<file path="config.mk">
export PLATFORM = sky130hd
export DESIGN_NAME = lcd_sprite_sequencer
export DESIGN_NICKNAME = d
export VERILOG_FILES = /design/src/rtl/lcd_pkg.sv /design/src/rtl/lcd_sprite_rom.sv /design/src/rtl/lcd_sprite_sequencer.sv
export SDC_FILE = /design/constraint.sdc
export NUM_CORES = 1
export LEC_CHECK = 0
export ABC_CLOCK_PERIOD_IN_PS = 4400
export CORE_MARGIN = 3
export CORE_UTILIZATION = 43
export DETAILED_ROUTE_END_ITERATION = 12
export PLACE_DENSITY = 0.66
export RECOVER_POWER = 25
export SETUP_SLACK_MARGIN = 0.5
export SLEW_MARGIN = 10
export SYNTH_ARGS = -nofsm -noshare
export SYNTH_HDL_FRONTEND = slang
export SYNTH_SLANG_ARGS = --single-unit
</file>
<file path="constraint.sdc">
create_clock -name clock -period 4.4 [get_ports clock]
set_input_delay 0.88 -clock clock [delete_from_list [all_inputs] [get_ports clock]]
set_output_delay 0.88 -clock clock [all_outputs]
set_load 0.005 [all_outputs]
</file>
<file path="src/rtl/lcd_pkg.sv">
// Shared definitions for the LCD sprite sequencer: FSM encoding, PCD8544
// init command bytes, panel geometry and address cursor commands.
// The optional clear pass is enabled by the LCD_CLEAR_EN macro in the top.
package lcd_pkg;

  typedef enum logic [2:0] {
    ST_INIT,
    ST_CLEAR,
    ST_IDLE,
    ST_SETX,
    ST_SETY,
    ST_DATA,
    ST_DONE
  } state_t;

  localparam int unsigned LCD_COLS    = 84;
  localparam int unsigned LCD_BANKS   = 6;
  localparam int unsigned CLEAR_BYTES = LCD_COLS * LCD_BANKS;

  localparam logic [7:0] CMD_SETX = 8'h80;
  localparam logic [7:0] CMD_SETY = 8'h40;

  // Power-up command list: extended set, Vop, basic set, normal display
  localparam logic [7:0] INIT_EXT    = 8'h21;
  localparam logic [7:0] INIT_VOP    = 8'h90;
  localparam logic [7:0] INIT_BASIC  = 8'h20;
  localparam logic [7:0] INIT_NORMAL = 8'h0C;
  localparam int unsigned INIT_LEN   = 4;

  function automatic logic [7:0] init_cmd(input logic [1:0] idx);
    logic [7:0] b;
    case (idx)
      2'd0:    b = INIT_EXT;
      2'd1:    b = INIT_VOP;
      2'd2:    b = INIT_BASIC;
      default: b = INIT_NORMAL;
    endcase
    return b;
  endfunction

  // Address width holding 0..n*b*w so the look-ahead column never overflows
  function automatic int unsigned rom_addr_w(input int unsigned n,
                                             input int unsigned b,
                                             input int unsigned w);
    return $clog2(n * b * w + 1);
  endfunction

endpackage

</file>
<file path="src/rtl/lcd_sprite_rom.sv">
// Sprite bitmap ROM, combinational read. Layout: sprite-major, then bank,
// then column: addr = (id*SPRITE_BANKS + bank)*SPRITE_W + col.
// Contents are a fixed generated pattern; addresses past the table read 0.
module lcd_sprite_rom
  import lcd_pkg::*;
#(
  parameter int unsigned N_SPRITES    = 8,
  parameter int unsigned SPRITE_W     = 16,
  parameter int unsigned SPRITE_BANKS = 2,
  localparam int unsigned ADDR_W = rom_addr_w(N_SPRITES, SPRITE_BANKS, SPRITE_W)
) (
  input  logic [ADDR_W-1:0] i_addr,
  output logic [7:0]        o_data
);

  localparam int unsigned DEPTH = N_SPRITES * SPRITE_BANKS * SPRITE_W;

  // Bitmap lookup
  always_comb begin
    o_data = '0;
    if (32'(i_addr) < DEPTH) begin
      o_data = 8'(32'(i_addr) * 32'd37 + 32'd17);
    end
  end

endmodule

</file>
<file path="src/rtl/lcd_sprite_sequencer.sv">
// Sprite draw sequencer for an 84x48 PCD8544-style LCD behind a byte SPI
// master. Sends the init command list, optionally clears the panel, then
// draws sprites from lcd_sprite_rom bank by bank with column/bank clipping.
// One byte is presented per transfer and advanced on each spi_avail pulse.
// Macro LCD_CLEAR_EN: when defined, 504 zero data bytes follow init.
module lcd_sprite_sequencer
  import lcd_pkg::*;
#(
  parameter int unsigned N_SPRITES    = 8,
  parameter int unsigned SPRITE_W     = 16,
  parameter int unsigned SPRITE_BANKS = 2,
  parameter logic [15:0] DIV          = 16'd25000
) (
  input  logic                         clock,
  input  logic                         Reset,
  input  logic                         draw_req,
  input  logic [$clog2(N_SPRITES)-1:0] draw_id,
  input  logic [6:0]                   draw_x,
  input  logic [2:0]                   draw_bank,
  input  logic                         spi_avail,
  output logic [7:0]                   spi_data,
  output logic                         spi_cmd,
  output logic                         spi_start,
  output logic [15:0]                  spi_div,
  output logic                         busy,
  output logic                         done,
  output logic                         back
);

  localparam int unsigned ADDR_W = rom_addr_w(N_SPRITES, SPRITE_BANKS, SPRITE_W);
  localparam int unsigned ID_W   = $clog2(N_SPRITES);
  localparam int unsigned COL_W  = $clog2(SPRITE_W + 1);

  state_t            r_state;
  logic [8:0]        r_cnt;
  logic [ID_W-1:0]   r_id;
  logic [6:0]        r_x;
  logic [2:0]        r_bank;
  logic [2:0]        r_b;
  logic [COL_W-1:0]  r_col;
  logic [7:0]        r_data;
  logic              r_cmd;
  logic              r_start;
  logic              r_busy;
  logic              r_done;
  logic              r_back;

  logic [COL_W-1:0]  w_rom_col;
  logic [ADDR_W-1:0] w_rom_addr;
  logic [7:0]        w_rom_data;
  logic [7:0]        w_col_pos;
  logic              w_col_clip;
  logic              w_col_end;
  logic              w_bank_adv;
  logic [2:0]        w_b_next;
  logic              w_bank_stop;
  logic [7:0]        w_sety_byte;

  assign spi_data  = r_data;
  assign spi_cmd   = r_cmd;
  assign spi_start = r_start;
  assign spi_div   = DIV;
  assign busy      = r_busy;
  assign done      = r_done;
  assign back      = r_back;

  // Column of the next byte to present: 0 from SETY, col+1 while in DATA
  always_comb begin
    w_rom_col = '0;
    if (r_state == ST_DATA) begin
      w_rom_col = r_col + COL_W'(1);
    end
  end

  assign w_rom_addr = (ADDR_W'(r_id) * ADDR_W'(SPRITE_BANKS) + ADDR_W'(r_b))
                      * ADDR_W'(SPRITE_W) + ADDR_W'(w_rom_col);

  // Clip/advance decisions look ahead at the byte that would be sent next
  assign w_col_pos   = 8'(r_x) + 8'(w_rom_col);
  assign w_col_clip  = w_col_pos > 8'(LCD_COLS - 1);
  assign w_col_end   = (32'(w_rom_col) == SPRITE_W);
  assign w_bank_adv  = (r_state == ST_SETY) ? w_col_clip : (w_col_end || w_col_clip);
  assign w_b_next    = r_b + 3'd1;
  assign w_bank_stop = (32'(w_b_next) == SPRITE_BANKS) ||
                       ((4'(r_bank) + 4'(w_b_next)) > 4'(LCD_BANKS - 1));
  assign w_sety_byte = CMD_SETY | {5'b0, 3'(r_bank + r_b)};

  lcd_sprite_rom #(
    .N_SPRITES   (N_SPRITES),
    .SPRITE_W    (SPRITE_W),
    .SPRITE_BANKS(SPRITE_BANKS)
  ) u_rom (
    .i_addr(w_rom_addr),
    .o_data(w_rom_data)
  );

  // Sequencer FSM with registered SPI and status outputs
  always_ff @(posedge clock or posedge Reset) begin
    if (Reset) begin
      r_state <= ST_INIT;
      r_cnt   <= '0;
      r_id    <= '0;
      r_x     <= '0;
      r_bank  <= '0;
      r_b     <= '0;
      r_col   <= '0;
      r_data  <= '0;
      r_cmd   <= 1'b0;
      r_start <= 1'b0;
      r_busy  <= 1'b1;
      r_done  <= 1'b0;
      r_back  <= 1'b1;
    end else begin
      r_done <= 1'b0;
      case (r_state)
        ST_INIT: begin
          if (!r_start) begin
            r_start <= 1'b1;
            r_cmd   <= 1'b0;
            r_data  <= init_cmd(r_cnt[1:0]);
          end else if (spi_avail) begin
            if (r_cnt == 9'(INIT_LEN - 1)) begin
              r_cnt <= '0;
`ifdef LCD_CLEAR_EN
              r_state <= ST_CLEAR;
              r_cmd   <= 1'b1;
              r_data  <= '0;
`else
              r_state <= ST_IDLE;
              r_start <= 1'b0;
              r_busy  <= 1'b0;
`endif
            end else begin
              r_cnt  <= r_cnt + 9'd1;
              r_data <= init_cmd(r_cnt[1:0] + 2'd1);
            end
          end
        end

        ST_CLEAR: begin
          if (spi_avail) begin
            if (r_cnt == 9'(CLEAR_BYTES - 1)) begin
              r_cnt   <= '0;
              r_state <= ST_IDLE;
              r_start <= 1'b0;
              r_busy  <= 1'b0;
            end else begin
              r_cnt <= r_cnt + 9'd1;
            end
          end
        end

        ST_IDLE: begin
          if (draw_req && (32'(draw_id) < N_SPRITES)) begin
            r_id   <= draw_id;
            r_x    <= draw_x;
            r_bank <= draw_bank;
            r_b    <= '0;
            r_col  <= '0;
            r_busy <= 1'b1;
            r_back <= 1'b0;
            if (draw_bank > 3'(LCD_BANKS - 1)) begin
              r_state <= ST_DONE;
              r_done  <= 1'b1;
            end else begin
              r_state <= ST_SETX;
              r_start <= 1'b1;
              r_cmd   <= 1'b0;
              r_data  <= CMD_SETX | {1'b0, draw_x};
            end
          end
        end

        ST_SETX: begin
          if (spi_avail) begin
            r_state <= ST_SETY;
            r_data  <= w_sety_byte;
          end
        end

        // SETY and DATA share the "next column or next bank" decision
        ST_SETY, ST_DATA: begin
          if (spi_avail) begin
            if (w_bank_adv) begin
              r_b <= w_b_next;
              if (w_bank_stop) begin
                r_state <= ST_DONE;
                r_start <= 1'b0;
                r_done  <= 1'b1;
              end else begin
                r_state <= ST_SETX;
                r_cmd   <= 1'b0;
                r_data  <= CMD_SETX | {1'b0, r_x};
              end
            end else begin
              r_state <= ST_DATA;
              r_cmd   <= 1'b1;
              r_col   <= w_rom_col;
              r_data  <= w_rom_data;
            end
          end
        end

        ST_DONE: begin
          r_state <= ST_IDLE;
          r_busy  <= 1'b0;
          r_back  <= 1'b1;
        end

        default: begin
          r_state <= ST_INIT;
          r_cnt   <= '0;
          r_start <= 1'b0;
          r_busy  <= 1'b1;
          r_back  <= 1'b1;
        end
      endcase
    end
  end

endmodule

</file>
==> metrics.md, run 1 <==
| Metric | Value |
|---|---|
| Status | complete, but fails checks |
| Violated checks | max-capacitance violations, max-slew violations |
| Hold Crit Class | flip-flop to flip-flop |
| Antenna violations before repair | 0 |
| GPL Wtd Cong | around 0.9 |
| Vias in the first global route | approximately 3,200 |
| Fin area | 4660 um^2 |
| Layout cell share with drive strength beyond 1 | 0.143 |
| Final #Nets | ~550 |
| CTS tree | done |
| Via count | about 3,400 |
| CTS hold repair buffers | 0 |
| Compound-Gate Fraction of Synth Area | 0.203 |
| Rel. slew slack | -0.166 |
| Mapped Cells | about 470 |
| Die width | around 100 um |
| Combined flip-flop and latch cell area | about 1200 um^2 |
| Startpoint Class | flip-flop |
| First-pass GRT wire length | 16.3 mm |
| Core box area | 8930 um^2 |
| Drc violations | 0 |
| VDD IR max | 309 uV |
| FF-to-FF End | spi_data[7] |
| PD cells | roughly 560 nW/um^2 |
| Area Overhead vs Synth | 15.3% |
| Crit path buf inv count | 2 |
| Reg-to-reg slack, setup | about 200 ps |
| Final Critical Period | between 4000 and 5000 ps |
| Total GRT Usage | 0.196 |
| Post-Syn Area per Cell | 8.64 um^2 |
| CTS buffer count | 5 |
| Starting Density | 0.452 |
| Mux contribution to synthesized area | 0.0471 |
| Fraction of the mapped netlist area in adder cells | 0.138 |
| Main area contributors after synthesis | dfrtp_1 27%, ha_1 11%, nand2_1 6.7%, xnor2_1 3.3%, buf_4 3.2% |
| Clock transition at path regs | 90 ps |
| Crit path DAT | about 4400 ps |
| Largest net degree at the start of global routing | 47 |
| Endpoint, Worst Hold | back |
| Ports | between 40 and 50 |
| Crit end category | flip-flop |
| Yosys top cell by area | dfrtp_1 |
| Leak pwr | between 2 and 2.5 nW |
| Via density | between 5 and 6 |
| First drt pass iteration count | 6 |
| Root buffer cell | clkbuf_8 |
| H-tree depth | 2 |
| Placed inst area | between 4000 and 5000 um^2 |
| Clk buf depth | 2 |
| Seq/Total Area, Yosys | 0.286 |
| Max Clock Skew | 6.30 ps |
| Synth unique cells | 76 |
| Yosys top cell area share | 0.273 |
| RSZ-0062 raised after global routing | yes |
| XOR/XNOR share of the synthesized area | 0.0555 |
| Worst r2r src | r_col[0] |
| Clk sinks | 46 |
| Hold-critical path depth | 2 |
| Most frequent cells in the layout | 72 x nand2_1, 42 x dfrtp_1, 29 x nor2_1, 29 x inv_1, 28 x ha_1 |
| Total gr overflow | 0 |
| Simple-Gate Fraction of Synth Area | 0.186 |
| Final design utilization | 0.521 |
| Peak Freq | roughly 240 MHz |
| Ant. Diodes | 0 |
| Post-synth EDFFs | 0 |
| Reg2reg path depth | 19 |
| Drt first-iter violations | 215 |
| Final WL | 10.1 mm |
| Crit Path Max Fanout | 4 |
| Combinational family with the most area after synthesis | compound AO/OA/AOI/OAI gates |
| Critical Path RT | around 4600 ps |
| Detail Route Antenna Nets | 0 |
| Most common library cell in the layout ignoring fill and taps | nand2_1 |
| Setup CP Type | flip-flop to flip-flop |
| Worst-Margin Slew | 1750 ps |
| Max cap viols | 1 |
| Final Hold Viols | 0 |
| Clk Latency, worst-skew pair | ~300 ps |
| Die Y | just over 100 um |
| Filler cell count | around 850 |
| CP cell instances | ha_4 > nand3_2 > mux2i_4 > and2_4 > ha_4 > xor2_2 > ha_1 > ha_1 > inv_1 > fa_1 > inv_2 > ha_4 > xor2_2 > xnor2_1 > xnor3_1 > xnor2_1 > a222oi_1 > o21ai_1 > mux2_2 |
| Yosys reg bits | 46 |
| Synth warn | 0 |
| Die Area | between 10,000 and 15,000 um^2 |
| Ys async rst share | 1.00 |
| Fin cells | 603 |
| IO Port Bufs | 29 |
| Mapped cell area | 4040 um^2 |
| Crit path top cell by count | ha_4 |
| Slew Viols, Final | 47 |
| Routed wire length per instance | 16.8 um |
| CP max stage cell | fa_1 |
| Worst path max stage delay | between 400 and 500 ps |
| Main synth FF type | dfrtp_1 |
| DP Cell Count | 592 |
| HPWL after DPL | 7.68 mm |
| Crit path from | r_col[0] |
| Area of the multi-input gates | between 2000 and 3000 um^2 |
| Final setup viols | 0 |
| Row count | 34 |
| Final Cycle Share | 0.953 |
| Hold_sp | back |
| Cell family with most CP delay | adder cells |
==> metrics by stage <==
stage	TNS, ps	power (mW)	setup slack [ps]	hold WS [ps]
4_1_cts	0	2.54	171	470
3_5_place_dp	0	2.27	195	454
3_3_place_gp	0	2.25	286	453
6_report	0	2.61	205	469
5_1_grt	-65.7	2.83	-65.7	513
2_1_floorplan	0	1.85	297	448
==> sequential cells by signal, summed over array words and instances, names as in the netlist <==
| name | count |
|---|---|
| back | 1 |
| busy | 1 |
| done | 1 |
| r_b | 3 |
| r_bank | 3 |
| r_cnt | 9 |
| r_col | 5 |
| r_id | 3 |
| r_state | 3 |
| r_x | 7 |
| spi_cmd | 1 |
| spi_data | 8 |
| spi_start | 1 |
==> how the worst max path moves through the flow <==
| stage | end | depth (start not counted) | slack [ps] |
|---|---|---|---|
| after global routing | spi_data[7] | 19 | -70 |
| after floorplan | spi_data[7] | 20 | 300 |
| after detailed placement | spi_data[7] | 19 | 190 |
| final | spi_data[7] | 19 | 200 |
| after CTS | spi_data[7] | 19 | 170 |
| after global placement | spi_data[7] | 19 | 290 |
==> layer usage <==
metal | wire (um) | vias up | part of all wire | track usage
met5 | 0 | - | 0 | 0
met4 | 204 | 0 | 0.020 | 0.0548
met3 | 610 | 19 | 0.060 | 0.0257
met2 | 4640 | 114 | 0.46 | 0.307
met1 | 4680 | 1599 | 0.46 | 0.284
li1 | - | 1675 | - | -
==> Yosys cell counts (all sizes together), types with 8 or more instances <==
| cell type | instances |
|---|---|
| dfrtp | 44 |
| nand3 | 13 |
| nand2 | 72 |
| nor2 | 32 |
| mux2 | 10 |
| a31oi | 8 |
| xnor2 | 15 |
| inv | 31 |
| nor2b | 9 |
| ha | 35 |
| xor2 | 8 |
| o21ai | 28 |
| a21oi | 22 |
| buf | 22 |
| clkbuf | 14 |
==> timing repair <==
action / CTS / global route
pin swaps: 0 / 3
resized for setup: 0 / 17
setup buffers: 0 / 3
setup endpoints to repair: 10 / 21
==> power by group <==
group	switching, mW	internal [mW]
Clock	0.156	0.112
Combinational	0.890	0.713
Sequential	0.166	0.570
==> layout make-up <==
class,count,share of cell area
Clock buffer,5,0.0148
Clock inverter,3,0.00457
Inverter,31,0.0250
Multi-Input combinational cell,368,0.592
Sequential cell,46,0.248
Tap cell,108,0.0290
Timing Repair Buffer,42,0.0868
==> kinds of logic (layout without fill, tap and decap cells) <==
group	after synthesis	in the layout
AND/OR/NAND/NOR	157	157
AO/OA/AOI/OAI	113	113
buffers and inverters	67	81
flip-flops	46	46
adder cells (fa/ha/maj)	41	41
XOR/XNOR	24	24
multiplexers	17	17
other	2	16
==> worst register-to-register path, cell delays in order (launching register included) <==
cell	delay, ps
dfrtp_2	450
ha_4	180
nand3_2	100
mux2i_4	260
and2_4	180
ha_4	130
xor2_2	130
ha_1	240
ha_1	270
inv_1	40
fa_1	490
inv_2	50
ha_4	150
xor2_2	140
xnor2_1	170
xnor3_1	250
xnor2_1	160
a222oi_1	330
o21ai_1	100
mux2_2	270
Note: power is estimated with default switching activity, not from simulation.
==> run 2, diff against run 1 <==
--- a/config.mk
+++ b/config.mk
@@ -5,14 +5,12 @@
 export SDC_FILE = /design/constraint.sdc
 export NUM_CORES = 1
 export LEC_CHECK = 0
-export ABC_CLOCK_PERIOD_IN_PS = 4400
+export ABC_CLOCK_PERIOD_IN_PS = 3900
 export CORE_MARGIN = 3
 export CORE_UTILIZATION = 43
 export DETAILED_ROUTE_END_ITERATION = 12
-export PLACE_DENSITY = 0.66
 export RECOVER_POWER = 25
 export SETUP_SLACK_MARGIN = 0.5
-export SLEW_MARGIN = 10
 export SYNTH_ARGS = -nofsm -noshare
 export SYNTH_HDL_FRONTEND = slang
 export SYNTH_SLANG_ARGS = --single-unit
==> constraint.sdc (replaced) <==
create_clock -name clock -period 3.9 [get_ports clock]
set_input_delay 0.78 -clock clock [delete_from_list [all_inputs] [get_ports clock]]
set_output_delay 0.78 -clock clock [all_outputs]
set_load 0.005 [all_outputs]
==> metrics.md, run 2 (synthesized netlist as in run 1, its figures left out) <==
| Metric | Value |
|---|---|
| Worst hold margin | around 460 ps |
| Final WL | 11.3 mm |
| Most flops, register | r_cnt |
| Clk Latency, worst-skew pair | 310 ps |
| Max cap viols | 1 |
| Drt first-iter violations | 281 |
| Largest net degree at the start of global routing | 47 |
| CP max stage cell | fa_1 |
| Ports | 46 |
| Root buffer cell | clkbuf_8 |
| First drt pass iteration count | 5 |
| Most common library cell in the layout ignoring fill and taps | nand2_1 |
| Peak Freq | between 200 and 250 MHz |
| CTS tree | done |
| Area Overhead vs Synth | 22.5% |
| IO Port Bufs | 29 |
| PD cells | between 600 and 700 nW/um^2 |
| Most frequent cells in the layout | 71 x nand2_1, 44 x dfrtp_1, 32 x buf_4 |
| Hold_sp | back |
| CTS buffer count | 5 |
| Area of the multi-input gates | 2840 um^2 |
| Antenna violations before repair | 0 |
| Rel. slew slack | -0.221 |
| Row count | 34 |
| Crit. path cell count | 19 |
| Setup CP Type | flip-flop to flip-flop |
| Hold-critical path depth | 2 |
| Fin area | 4950 um^2 |
| HPWL after DPL | 8.45 mm |
| Worst-Margin Slew | 1830 ps |
| Reg2reg path depth | 19 |
| Number of flip-flops in the largest register | 9 |
| Cell family with most CP delay | adder cells |
| Worst path max stage delay | 500 ps |
| VDD IR max | 324 uV |
| Die Y | 103 um |
| Leak pwr | 2.23 nW |
| Layout cell share with drive strength beyond 1 | 0.189 |
| H-tree depth | 2 |
| Total gr overflow | 0 |
| Total GRT Usage | 0.225 |
| Vias in the first global route | around 3,600 |
| Crit path from | r_col[1] |
| Final Hold Viols | 0 |
| Crit Path Max Fanout | 5 |
| Hold Crit Class | flip-flop to flip-flop |
| Core box area | between 8000 and 9000 um^2 |
| Startpoint Class | flip-flop |
| Crit path top cell by count | ha_4 |
| Detail Route Antenna Nets | 0 |
| Combined flip-flop and latch cell area | approximately 1200 um^2 |
| CP cell instances | ha_4 > nand3_4 > mux2i_4 > and2_4 > ha_4 > xor2_1 > ha_1 > ha_1 > inv_1 > fa_1 > inv_2 > ha_4 > xor2_1 > xnor2_1 > xnor3_1 > xnor2_1 > a222oi_1 > o21ai_1 > mux2_4 |
| Die Area | about 11,000 um^2 |
| Clk sinks | 46 |
| First-pass GRT wire length | roughly 18 mm |
| Drc violations | 0 |
| Final WS setup | -329 ps |
| RSZ-0062 raised after global routing | yes |
| Final Cycle Share | 1.08 |
| Routed wire length per instance | approximately 18 um |
| Clock transition at path regs | approximately 90 ps |
| Ant. Diodes | 0 |
| GPL Wtd Cong | just under 0.9 |
| Crit path buf inv count | 2 |
| Status | complete, but fails checks |
| Slew Viols, Final | 47 |
| Die width | a little over 100 um |
| Via density | approximately 5.8 |
| Crit end category | flip-flop |
| Violated checks | max-capacitance violations, max-slew violations, negative setup slack |
| Via count | 3,631 |
| Final #Nets | roughly 580 |
| Placed inst area | ~4600 um^2 |
| Crit path DAT | around 4400 ps |
| Filler cell count | 831 |
| Max Clock Skew | 5.39 ps |
| Final setup viols | 1 |
| Critical Path RT | around 4100 ps |
| Starting Density | 0.452 |
| Worst r2r src | r_col[1] |
| Final Critical Period | 4230 ps |
| Clk buf depth | 2 |
==> run 2: layer usage <==
metal / part of all wire / vias up / GRT usage
met1: 0.47 / 1780 / 0.321
met4: 0.0099 / 0 / 0.0438
met5: 0 / - / 0
li1: - / 1721 / -
met2: 0.46 / 122 / 0.355
met3: 0.060 / 8 / 0.0460
==> run 2: power breakdown <==
| group | switching [mW] | internal [mW] | total [mW] | leakage, nW |
|---|---|---|---|---|
| registers | 0.176 | 0.643 | 0.819 | 0.590 |
| logic | 1.11 | 0.909 | 2.02 | 1.59 |
| clock network | 0.174 | 0.192 | 0.366 | 0.0524 |
==> run 2: timing repair <==
action,CTS,global route
hold buffers,0,0
endpoints found under the setup margin,22,22
pin swaps,8,3
setup buffers,6,3
gates resized for setup,23,3
cloned,1,0
==> run 2: final cells by class <==
class,instances,area share
clock buffers,7,0.0154
clock inverters,1,0.00607
inverters,31,0.0235
multi-input cells,369,0.575
flip-flops and latches,46,0.233
well taps,108,0.0273
repair buffers,65,0.120
==> run 2: worst paths after layout <==
path	endpoint	slack, ps
max	spi_data[7]	-330
min	back	460
max reg2reg	spi_data[7]	-330
min reg2reg	back	460
max in group asynchronous	r_id[2]	1340
min in group asynchronous	r_cnt[7]	1480
==> run 2: metrics by stage <==
stage / power (mW) / instances / utilization / TNS (ps) / worst slack, ps
global route: 3.47 / 627 / 0.554 / -519 / -519
CTS: 3.18 / 624 / 0.548 / -326 / -326
detailed placement: 2.67 / 609 / 0.517 / -332 / -332
global placement: 2.63 / 609 / 0.517 / -235 / -235
floorplan: 2.10 / 481 / - / -203 / -203
finish: 3.21 / 627 / 0.554 / -329 / -329
==> run 2: worst min-delay path, delay by kind of cell, from the launching register on <==
kind	cells	cell delay, ps
AND/OR/NAND/NOR	2	90
flip-flops	1	380
==> run 3, diff against run 2 <==
--- a/config.mk
+++ b/config.mk
@@ -6,7 +6,6 @@
 export NUM_CORES = 1
 export LEC_CHECK = 0
 export ABC_CLOCK_PERIOD_IN_PS = 3900
-export CORE_MARGIN = 3
 export CORE_UTILIZATION = 43
 export DETAILED_ROUTE_END_ITERATION = 12
 export RECOVER_POWER = 25
==> metrics.md, run 3 (synthesized netlist as in run 1, its figures left out) <==
| Metric | Value |
|---|---|
| Peak Freq | about 240 MHz |
| Ports | between 40 and 50 |
| Via count | roughly 3,700 |
| Crit Path Max Fanout | 2 |
| H-tree depth | 2 |
| Detail Route Antenna Nets | 0 |
| Crit end category | flip-flop |
| DP Cell Count | between 600 and 700 |
| Routed wire length per instance | around 18 um |
| Worst path max stage delay | roughly 500 ps |
| GPL Wtd Cong | about 0.82 |
| Status | complete, but fails checks |
| Clk Latency, worst-skew pair | between 300 and 400 ps |
| Largest net degree at the start of global routing | 47 |
| Most common library cell in the layout ignoring fill and taps | nand2_1 |
| Max cap viols | 1 |
| Final #Nets | 585 |
| Drc violations | 0 |
| Crit path top cell by count | ha_4 |
| Final Cycle Share | 1.07 |
| Final WS setup | -265 ps |
| CTS tree | done |
| Via density | between 5 and 6 |
| Startpoint Class | flip-flop |
| Die Y | between 90 and 100 um |
| Total gr overflow | 0 |
| Violated checks | max-capacitance violations, max-slew violations, negative setup slack |
| Final Critical Period | between 4000 and 5000 ps |
| TNS Setup | -265 ps |
| Rel. slew slack | -0.222 |
| CP max stage cell | fa_1 |
| Number of flip-flops in the largest register | 9 |
| Clk sinks | 46 |
| Max Clock Skew | around 11 ps |
| Most frequent cells in the layout | 70 x nand2_1, 44 x dfrtp_1, 29 x buf_4 |
| Fin cells | approximately 640 |
| Cell family with most CP delay | adder cells |
| Worst hold margin | approximately 460 ps |
| VDD IR max | 352 uV |
| Starting Density | 0.454 |
| Critical Path RT | 4100 ps |
| Row count | 34 |
| Clk buf depth | 2 |
| Root buffer cell | clkbuf_8 |
| Hold Crit Class | flip-flop to flip-flop |
| Drt first-iter violations | slightly below 100 |
| Antenna violations before repair | 0 |
| Setup CP Type | flip-flop to flip-flop |
| Worst-Margin Slew | 1830 ps |
| CTS buffer count | 5 |
| CP cell instances | ha_4 > nand3_4 > mux2i_4 > and2_4 > ha_4 > xor2_1 > ha_1 > ha_1 > inv_2 > fa_1 > inv_2 > ha_4 > xor2_2 > xnor2_1 > xnor3_1 > xnor2_1 > a222oi_1 > o21ai_1 > mux2_2 |
| RSZ-0062 raised after global routing | yes |
| Final Hold Viols | 0 |
| First drt pass iteration count | 4 |
| Ant. Diodes | 0 |
| Core box area | approximately 8900 um^2 |
| Area Overhead vs Synth | 31.2% |
| IO Port Bufs | 29 |
| First-pass GRT wire length | 18.4 mm |
| Slew Viols, Final | between 40 and 50 |
| Final WL | about 11 mm |
| Total GRT Usage | 0.239 |
| Leak pwr | around 2.3 nW |
| Die width | slightly below 100 um |
| Filler cell count | roughly 770 |
| Crit path DAT | 4360 ps |
| Most flops, register | r_cnt |
| Layout cell share with drive strength beyond 1 | 0.248 |
| Final setup viols | 1 |
| HPWL after DPL | slightly above 8 mm |
| Vias in the first global route | 3,552 |
| Die Area | a little under 10,000 um^2 |
| Clock transition at path regs | about 100 ps |
| Crit path buf inv count | 2 |
| PD cells | roughly 650 nW/um^2 |
run 3: power by group:
part	total (mW)	internal [mW]	switching, mW
sequential	0.838	0.642	0.196
combinational	2.15	1.01	1.14
clock	0.460	0.274	0.186
run 3: metal layers:
metal  wire (um)  part of all wire  GRT usage  up-vias
met5           0                 0          0        -
met4         251             0.022     0.0758        0
met3         328             0.029     0.0220       20
met2        5580              0.49      0.393       93
met1        5230              0.46      0.332     1799
li1            -                 -          -     1738
run 3: what timing repair did:
item                                    CTS  global route
endpoints found under the hold margin     0             0
gates resized for setup                  43            43
endpoints found under the setup margin   22            22
setup buffers                            11            11
hold buffers                              0             0
pin swaps                                 9            20
run 3: through the flow:
stage	power (mW)	utilization	worst slack, ps	instance area [um^2]
finish	3.45	0.595	-265	5290
global route	3.70	0.595	-462	5290
CTS	3.27	0.563	-243	5010
detailed placement	2.65	0.517	-231	4590
global placement	2.62	0.517	-113	4590
floorplan	2.10	-	-203	4210
run 3: worst reg2reg max path: cells and delay by family (launching register included):
| kind | cells | cell delay [ps] |
|---|---|---|
| adder cells (fa/ha/maj) | 6 | 1480 |
| XOR/XNOR | 5 | 850 |
| multiplexers | 2 | 520 |
| flip-flops | 1 | 430 |
| AO/OA/AOI/OAI | 2 | 430 |
| AND/OR/NAND/NOR | 2 | 260 |
| buffers and inverters | 2 | 90 |
run 3: layout make-up:
cell class	count	area, um^2	share of cell area
multi-input combinational	368	3040	0.573
timing repair buffer	75	708	0.134
inverter	31	119	0.0225
tap	108	135	0.0255
clock buffer	6	82.6	0.0156
clock inverter	2	60.1	0.0113
sequential	46	1150	0.218
run 3: path summary, 6_finish.rpt:
check	from	to	slack (ps)	cells after the start
worst max-delay path	r_col[1]	spi_data[7]	-270	19
worst min-delay path	back	back	460	2
worst max register to register	r_col[1]	spi_data[7]	-270	19
worst min register to register	back	back	460	2
max in group asynchronous	Reset	spi_data[4]	1340	2
min in group asynchronous	Reset	r_bank[1]	1490	2
